===== src/rtl/coherence_bus_ctrl.sv =====
// Bus-side MESI coherence controller: arbitrates two snooping data caches and an
// instruction-fetch port onto a single-ported RAM (ramstate: 0 FREE, 1 BUSY, 2 ACCESS, 3 ERROR).
module coherence_bus_ctrl #(
    parameter int unsigned CPUS     = 2,
    parameter int unsigned BLKWORDS = 2
) (
    input  logic                      CLK,
    input  logic                      nRST,
    input  logic [CPUS-1:0]           dREN,
    input  logic [CPUS-1:0]           dWEN,
    input  logic [CPUS-1:0][31:0]     daddr,
    input  logic [CPUS-1:0][31:0]     dstore,
    input  logic [CPUS-1:0]           ccwrite,
    input  logic [CPUS-1:0]           cctrans,
    output logic [CPUS-1:0]           dwait,
    output logic [CPUS-1:0][31:0]     dload,
    output logic [CPUS-1:0]           ccwait,
    output logic [CPUS-1:0]           ccinv,
    output logic [CPUS-1:0][31:0]     ccsnoopaddr,
    input  logic                      iREN,
    input  logic [31:0]               iaddr,
    output logic                      iwait,
    output logic [31:0]               iload,
    output logic                      ramREN,
    output logic                      ramWEN,
    output logic [31:0]               ramaddr,
    output logic [31:0]               ramstore,
    input  logic [31:0]               ramload,
    input  logic [1:0]                ramstate
);

    localparam logic [1:0] RamAccess = 2'd2;

    typedef enum logic [2:0] {
        StIdle, StIfetch, StWb, StSnoop, StRamRd, StC2c, StInv
    } state_e;

    state_e r_state, w_state_d;
    logic   r_req, w_req_d;
    logic   r_rr, w_rr_d;
    logic   r_wcnt, w_wcnt_d;
    logic   r_scnt, w_scnt_d;
    logic   r_hit, w_hit_d;

    logic            w_s;
    logic            w_access;
    logic            w_last;
    logic            w_inv;
    logic            w_take;
    logic [CPUS-1:0] w_coh;

    assign w_s      = ~r_req;
    assign w_access = (ramstate == RamAccess);
    assign w_last   = (r_wcnt == 1'(BLKWORDS - 1));
    assign w_inv    = ccwrite[r_req] & ~dREN[r_req];
    // A write hit to a SHARED line is coherent too; it only needs an invalidate.
    assign w_coh    = dREN | ccwrite;

    always_ff @(posedge CLK or negedge nRST) begin
        if (!nRST) begin
            r_state <= StIdle;
            r_req   <= 1'b0;
            r_rr    <= 1'b1;
            r_wcnt  <= 1'b0;
            r_scnt  <= 1'b0;
            r_hit   <= 1'b0;
        end else begin
            r_state <= w_state_d;
            r_req   <= w_req_d;
            r_rr    <= w_rr_d;
            r_wcnt  <= w_wcnt_d;
            r_scnt  <= w_scnt_d;
            r_hit   <= w_hit_d;
        end
    end

    always_comb begin
        w_state_d   = r_state;
        w_req_d     = r_req;
        w_rr_d      = r_rr;
        w_wcnt_d    = r_wcnt;
        w_scnt_d    = r_scnt;
        w_hit_d     = r_hit;
        w_take      = 1'b0;
        dwait       = '1;
        dload       = '0;
        ccwait      = '0;
        ccinv       = '0;
        ccsnoopaddr = '0;
        iwait       = 1'b1;
        iload       = '0;
        ramREN      = 1'b0;
        ramWEN      = 1'b0;
        ramaddr     = '0;
        ramstore    = '0;

        unique case (r_state)
            StIdle: begin
                w_wcnt_d = 1'b0;
                w_scnt_d = 1'b0;
                w_hit_d  = 1'b0;
                if (w_coh[~r_rr]) begin
                    w_req_d   = ~r_rr;
                    w_state_d = StSnoop;
                end else if (w_coh[r_rr]) begin
                    w_req_d   = r_rr;
                    w_state_d = StSnoop;
                end else if (dWEN[0] && !dREN[0]) begin
                    w_req_d   = 1'b0;
                    w_state_d = StWb;
                end else if (dWEN[1] && !dREN[1]) begin
                    w_req_d   = 1'b1;
                    w_state_d = StWb;
                end else if (iREN) begin
                    w_state_d = StIfetch;
                end
            end
            StIfetch: begin
                ramREN  = 1'b1;
                ramaddr = iaddr;
                if (w_access) begin
                    iwait     = 1'b0;
                    iload     = ramload;
                    w_state_d = StIdle;
                end
            end
            StWb: begin
                ramWEN   = 1'b1;
                ramaddr  = daddr[r_req];
                ramstore = dstore[r_req];
                if (w_access) begin
                    dwait[r_req] = 1'b0;
                    w_state_d    = StIdle;
                end
            end
            StSnoop: begin
                ccwait[w_s]      = 1'b1;
                ccinv[w_s]       = w_inv;
                ccsnoopaddr[w_s] = daddr[r_req];
                if (!r_scnt) begin
                    w_scnt_d = 1'b1;
                end else begin
                    w_scnt_d = 1'b0;
                    w_hit_d  = dWEN[w_s];
                    if (w_inv) begin
                        w_state_d = StInv;
                    end else if (dWEN[w_s] || r_hit) begin
                        w_state_d = StC2c;
                    end else begin
                        w_state_d = StRamRd;
                    end
                end
            end
            StInv: begin
                ccwait[w_s]      = 1'b1;
                ccinv[w_s]       = 1'b1;
                ccsnoopaddr[w_s] = daddr[r_req];
                dwait[r_req]     = 1'b0;
                w_rr_d           = r_req;
                w_state_d        = StIdle;
            end
            StRamRd: begin
                ramREN  = 1'b1;
                ramaddr = daddr[r_req];
                if (w_access) begin
                    dload[r_req] = ramload;
                    w_take       = 1'b1;
                end
            end
            StC2c: begin
                ccwait[w_s]      = 1'b1;
                ccsnoopaddr[w_s] = daddr[r_req];
                dload[r_req]     = dstore[w_s];
                // A MODIFIED supplier's data goes to RAM too, so the word waits on RAM.
                if (cctrans[w_s]) begin
                    ramWEN   = 1'b1;
                    ramaddr  = daddr[r_req];
                    ramstore = dstore[w_s];
                    w_take   = w_access;
                end else begin
                    w_take   = 1'b1;
                end
            end
            default: w_state_d = StIdle;
        endcase

        if (w_take) begin
            dwait[r_req] = 1'b0;
            if (w_last) begin
                w_wcnt_d  = 1'b0;
                w_rr_d    = r_req;
                w_state_d = StIdle;
            end else begin
                w_wcnt_d = r_wcnt + 1'b1;
            end
        end
    end

endmodule


===== config.mk =====
export PLATFORM = sky130hd
export DESIGN_NAME = coherence_bus_ctrl
export DESIGN_NICKNAME = d
export VERILOG_FILES = /design/src/rtl/coherence_bus_ctrl.sv
export SDC_FILE = /design/constraint.sdc
export NUM_CORES = 1
export LEC_CHECK = 0
export ABC_CLOCK_PERIOD_IN_PS = 2200
export CAP_MARGIN = 0
export CORE_AREA = 2 2 168 170
export DETAILED_ROUTE_END_ITERATION = 10
export DIE_AREA = 0 0 170 172
export GPL_TIMING_DRIVEN = 0
export MAX_ROUTING_LAYER = met4
export PLACE_DENSITY = 0.51
export SYNTH_ARGS = -nofsm -noshare
export SYNTH_HDL_FRONTEND = slang
export SYNTH_SLANG_ARGS = --single-unit

===== constraint.sdc =====
create_clock -name CLK -period 2.2 [get_ports CLK]
set_input_delay 0.44 -clock CLK [delete_from_list [all_inputs] [get_ports CLK]]
set_output_delay 0.44 -clock CLK [all_outputs]
set_load 0.02 [all_outputs]

### Word-level counts from Yosys, hierarchy flattened

Cells that the tools add are included.

* reduce and logical (&&, ||, !) cells: 18
* bitwise operators: 11
* magnitude comparators: 6
* equality and inequality tests: 8
* add/sub/neg operators: 1
* multiplexer cells: 74

Operators with widths (number)
* 32-bit two-way mux: 12
* 64-bit AND: 3
* 64-bit two-way mux: 2
* 64-bit one-hot mux with 2 select lines: 1
* 32-bit one-hot mux with 3 select lines: 1
* 32-bit demux with 1-bit select: 2
* 32-bit one-hot mux with 2 select lines: 1
* 1-bit two-way mux: 33
* 3-bit two-way mux: 9
* 3-bit one-hot mux with 4 select lines: 1
* 3-bit equality test (second input constant): 3
* 1-bit by 2-bit < comparator with 1-bit output (second input constant): 4
* 2-bit two-way mux: 4
* 1-bit one-hot mux with 2 select lines: 4
* 2-bit one-hot mux with 2 select lines: 2
* 2-bit OR reduction: 4
* 3-bit by 2-bit equality test with 1-bit output (second input constant): 2
* 2-bit AND: 2
* 1-bit logical AND: 4
* 2-bit AND reduction: 2
* 2-bit nonzero test: 2
* 4-bit nonzero test: 1
* 3-bit by 1-bit equality test with 1-bit output (second input constant): 1
* 3-bit logical NOT: 1
* other kinds (12): 17

* word-level logic and storage cells: 124
* flip-flop bits (word level): 8
* output and inout bits: 233
* input port bits: 205

### Longest topological paths before layout

* depth in word-level cells: 10
* mapped depth: 6
* gate-level depth less buffers: 4

### Least setup slack after synthesis

No wires, ideal clock.

* path type: register -> output
* from: reg r_req
* to: out ramaddr[0]
* slack: 0.154 ns
* data required time: 1.760 ns
* stages on the path, launching flop included: 7
* arrival time: 1.606 ns
* buffers on the path: 2
* cell sequence: dfrtp_1 -> buf_4 -> mux2i_4 -> a21oi_1 -> nor2_2 -> clkbuf_2 -> o21ai_0

* cells in the longest elaborated chain, start to end: 4
* elaborated cells on any way between the ends: 6
* those cells by class: 6 x mux

RTL lines
* from (decl): line 39 `logic r_req, w_req_d;`
* from (signal assigned): line 69 `r_req <= w_req_d;`
* 32-bit two-way mux (implied by the code) / 1-bit two-way mux (equally long branches) (2 in a row)
* 32-bit two-way mux: line 175 `if (cctrans[w_s]) begin`
* 32-bit one-hot mux with 3 select lines (*): line 97 `unique case (r_state)`
* to (decl): line 26 `output logic [31:0] ramaddr,`

Mark *: on every way between the ends. The rest lies on a longest branch, timed or not. The select of a mux whose other input is x is not followed.

### Worst setup path after layout

* from: reg r_req
* to: out ramstore[23]

* cells in the longest elaborated chain, start to end: 4
* elaborated cells on any way between the ends: 8
* those cells by class: 8 x mux

RTL lines
* 32-bit two-way mux (implied by the code) / 1-bit two-way mux (equally long branches) (2 in a row): line 178, 175
* 32-bit two-way mux: line 175
* 32-bit one-hot mux with 2 select lines (*): line 97
* to (decl): line 27 `output logic [31:0] ramstore,`

Marks and branches as above.

==> reports/results.txt <==
Outcome: complete, but fails checks
Failing checks: negative setup slack
Clock Latency Late Sink: 0.23 ns
Max-cap viol count: 0
H-tree depth: 1
Vias in the first global route: 6564
Row count: 61
Post-synth ARST share: 1.000
VDD IR max: 0.6291 mV
Routability cong.: 0.8307
Detail Placement HPWL: 24.28 mm
Post-route cell area: 0.01077 mm²
Synth Instances: 512
Dpl ws: -1.209 ns
Die Y-Extent: 172 µm
Non-Filler Instances: 1366
CP Class: register to output port
Synth Flop Type: dfrtp_1
Placed Instances: 1295
Crit path required time: 1.76 ns
Number of flops mapped to enable cells by yosys: 0
Chip Width: 170 µm
Worst path arrival time: 1.93 ns
Final worst slack: -0.1674 ns
Cell area power density: 1129 mW/mm²
DR vias: 6495
Depth of the most critical reg-to-reg path: 7
Critical Path Start Type: register
Final hold vios: 0
Routed Antenna Nets: 0
Initial antenna violation count: 0
Area post-placement: 0.008398 mm²
First-pass GRT wire length: 42.25 mm
# setup viols final: 198
# nets final: 1225
Buffers on Ports: 437
Layout cells sized above 1: 0.5250
Relative slew margins: 0.7155
Slowest stage delay, CP: 0.47 ns
Fmax achieved: 422.4 MHz
Grt ovf: 0
Initial core utilization: 0.1307
Tcrit/Tclk final: 1.076
Synth cell types: 44
Max-slew violations: 0
TritonCTS Buffers: 3
Wire per inst: 23.22 µm
Most frequent CP cell: buf_12
Core Area: 0.02748 mm²
Area growth, synth to finish: 199.9%
LEAKAGE: 4.822 nW
Worst Skew: 0.0001771 ns
Die area: 0.02924 mm²
Yosys warns: 0
Clock transition at the registers of the reported paths: 0.04 ns
DRT iter0 DRCs: 227
Layout Utilization: 0.3919
Total track usage: 0.1986
Worst-margin pin slew: 0.4268 ns
CTS tree: built
Largest net degree at the start of global routing: 11
Slowest-stage cell, CP: dfrtp_2
Mapped Area: 0.003591 mm²
Register bit total from synthesis: 8
Hold slack final: 0.5029 ns
Critical Path, Cell by Cell: mux2i_4, nor2_4, buf_12, buf_12, a221oi_2, nor2_1, buf_4
Critical Path Sink Type: output port
Post-synthesis sequential area ratio: 0.05610
Min Tclk post-route: 2.367 ns
Pre-antenna DRT Iters: 5
Root buffer selected by CTS: clkbuf_16
Hold Path Class: input port to async pin
Io pins: 438
Crit Path Max Fanout: 10
Syn nets: 717
RSZ-0062 raised after global routing: true
Syn_area_per_cell: 7.014 µm²
Residual DRC: 0
Max clock buf depth: 2
Final WL: 31.72 mm
Sink Count: 8
Vias/cell: 4.755
-- cell usage after synthesis (7+ instances only) --
| master | instances | area share |
|---|---|---|
| buf_4 | 11 | 0.023 |
| o21ai_0 | 36 | 0.050 |
| dfrtp_1 | 7 | 0.049 |
| nor2b_1 | 7 | 0.012 |
| nor2_1 | 41 | 0.043 |
| buf_2 | 33 | 0.046 |
| nand2_1 | 37 | 0.039 |
| a21oi_1 | 8 | 0.011 |
| a221oi_1 | 62 | 0.15 |
| mux2i_1 | 34 | 0.095 |
| a22o_1 | 65 | 0.16 |
| and3_1 | 33 | 0.057 |
| clkbuf_1 | 13 | 0.014 |
| and2_1 | 65 | 0.11 |
-- flip-flops by register name, summed over array words and instances (netlist names) --
name	cells
r_state	3
r_req	1
r_wcnt	1
r_hit	1
r_scnt	1
r_rr	1
-- layout by cell type (no fill, tap or decap), types with 20 or more instances in the layout --
cell and count:
and3_1 32, a22o_1 65, buf_6 186, o21ai_4 21
buf_12 25, nor2_1 37, and2_4 45, buf_2 30
a221oi_2 57, clkdlybuf4s50_1 198, buf_4 76, and2_1 20
nand2_1 37, mux2i_1 33
-- per-stage QoR --
stage / setup TNS (ns) / power, mW
6_report: -16.83 / 12.16
2_1_floorplan: 0 / 4.668
3_5_place_dp: -189.86 / 8.776
5_1_grt: -31.31 / 12.76
3_3_place_gp: -190.82 / 8.791
4_1_cts: -23.74 / 10.91
-- final timing paths --
check / start / slack (ns) / end
min in group CLK: r_hit / 0.55 / r_hit
hold reg to reg: r_hit / 0.55 / r_hit
setup reg to reg: r_req / 0.34 / r_rr
hold / removal: nRST / 0.50 / r_scnt
max in group asynchronous: nRST / 1.38 / r_rr
setup / recovery: r_req / -0.17 / ramstore[23]
-- power by group --
part	internal [mW]	leakage, nW	switching (mW)
Clock	0.242	0.0382	0.0750
Sequential	0.222	0.0981	0.0844
Combinational	5.53	4.69	6.00
Total	5.99	4.82	6.16
-- logic make-up (layout without fill, tap and decap cells) --
family / Yosys count / in the layout / share of synthesized area
DFF: 8 / 8 / 0.05610
xor gates and xnor gates: 1 / 1 / 0.002439
and+or+nand+nor: 205 / 205 / 0.3240
buffers and inverters: 70 / 577 / 0.09965
muxes: 37 / 37 / 0.1073
other: 0 / 1 / 0
AOI/OAI and AO/OA: 191 / 191 / 0.4105
-- what timing repair did --
item / 4_1_cts / 5_1_grt
pin swaps: 64 / 56
gates cloned: 8 / 10
resized for setup: 1422 / 312
setup buffers: 33 / 25
hold endpoints to repair: 0 / 0
hold buffers: 0 / 0
endpoints found under the setup margin: 233 / 230
-- metal layers --
| layer | vias up | track usage | wire [µm] |
|---|---|---|---|
| li1 | 2998 | - | - |
| met1 | 3094 | 0.2289 | 12170 |
| met2 | 367 | 0.3665 | 16890 |
| met3 | 36 | 0.02197 | 1872 |
| met4 | 0 | 0.05277 | 779 |
| met5 | - | - | 0 |
-- critical path: cells and delay by family, from the launching register on --
family,cells,cell delay [ns]
multiplexers,1,0.35
flip-flops,1,0.47
buffers and inverters,3,0.48
AO/OA/AOI/OAI,1,0.23
AND/OR/NAND/NOR,2,0.16
-- cell type report --
class	count	area [µm²]
Clock buffer	4	78.83
Multi-Input combinational cell	434	3998
Fill cell	2820	16710
Timing Repair Buffer	506	5244
Tap cell	346	432.9
Antenna cell	1	2.502
Buffer	59	775.7
Sequential cell	8	202.7
Inverter	8	35.03
Note: power is estimated with default switching activity, not from simulation.
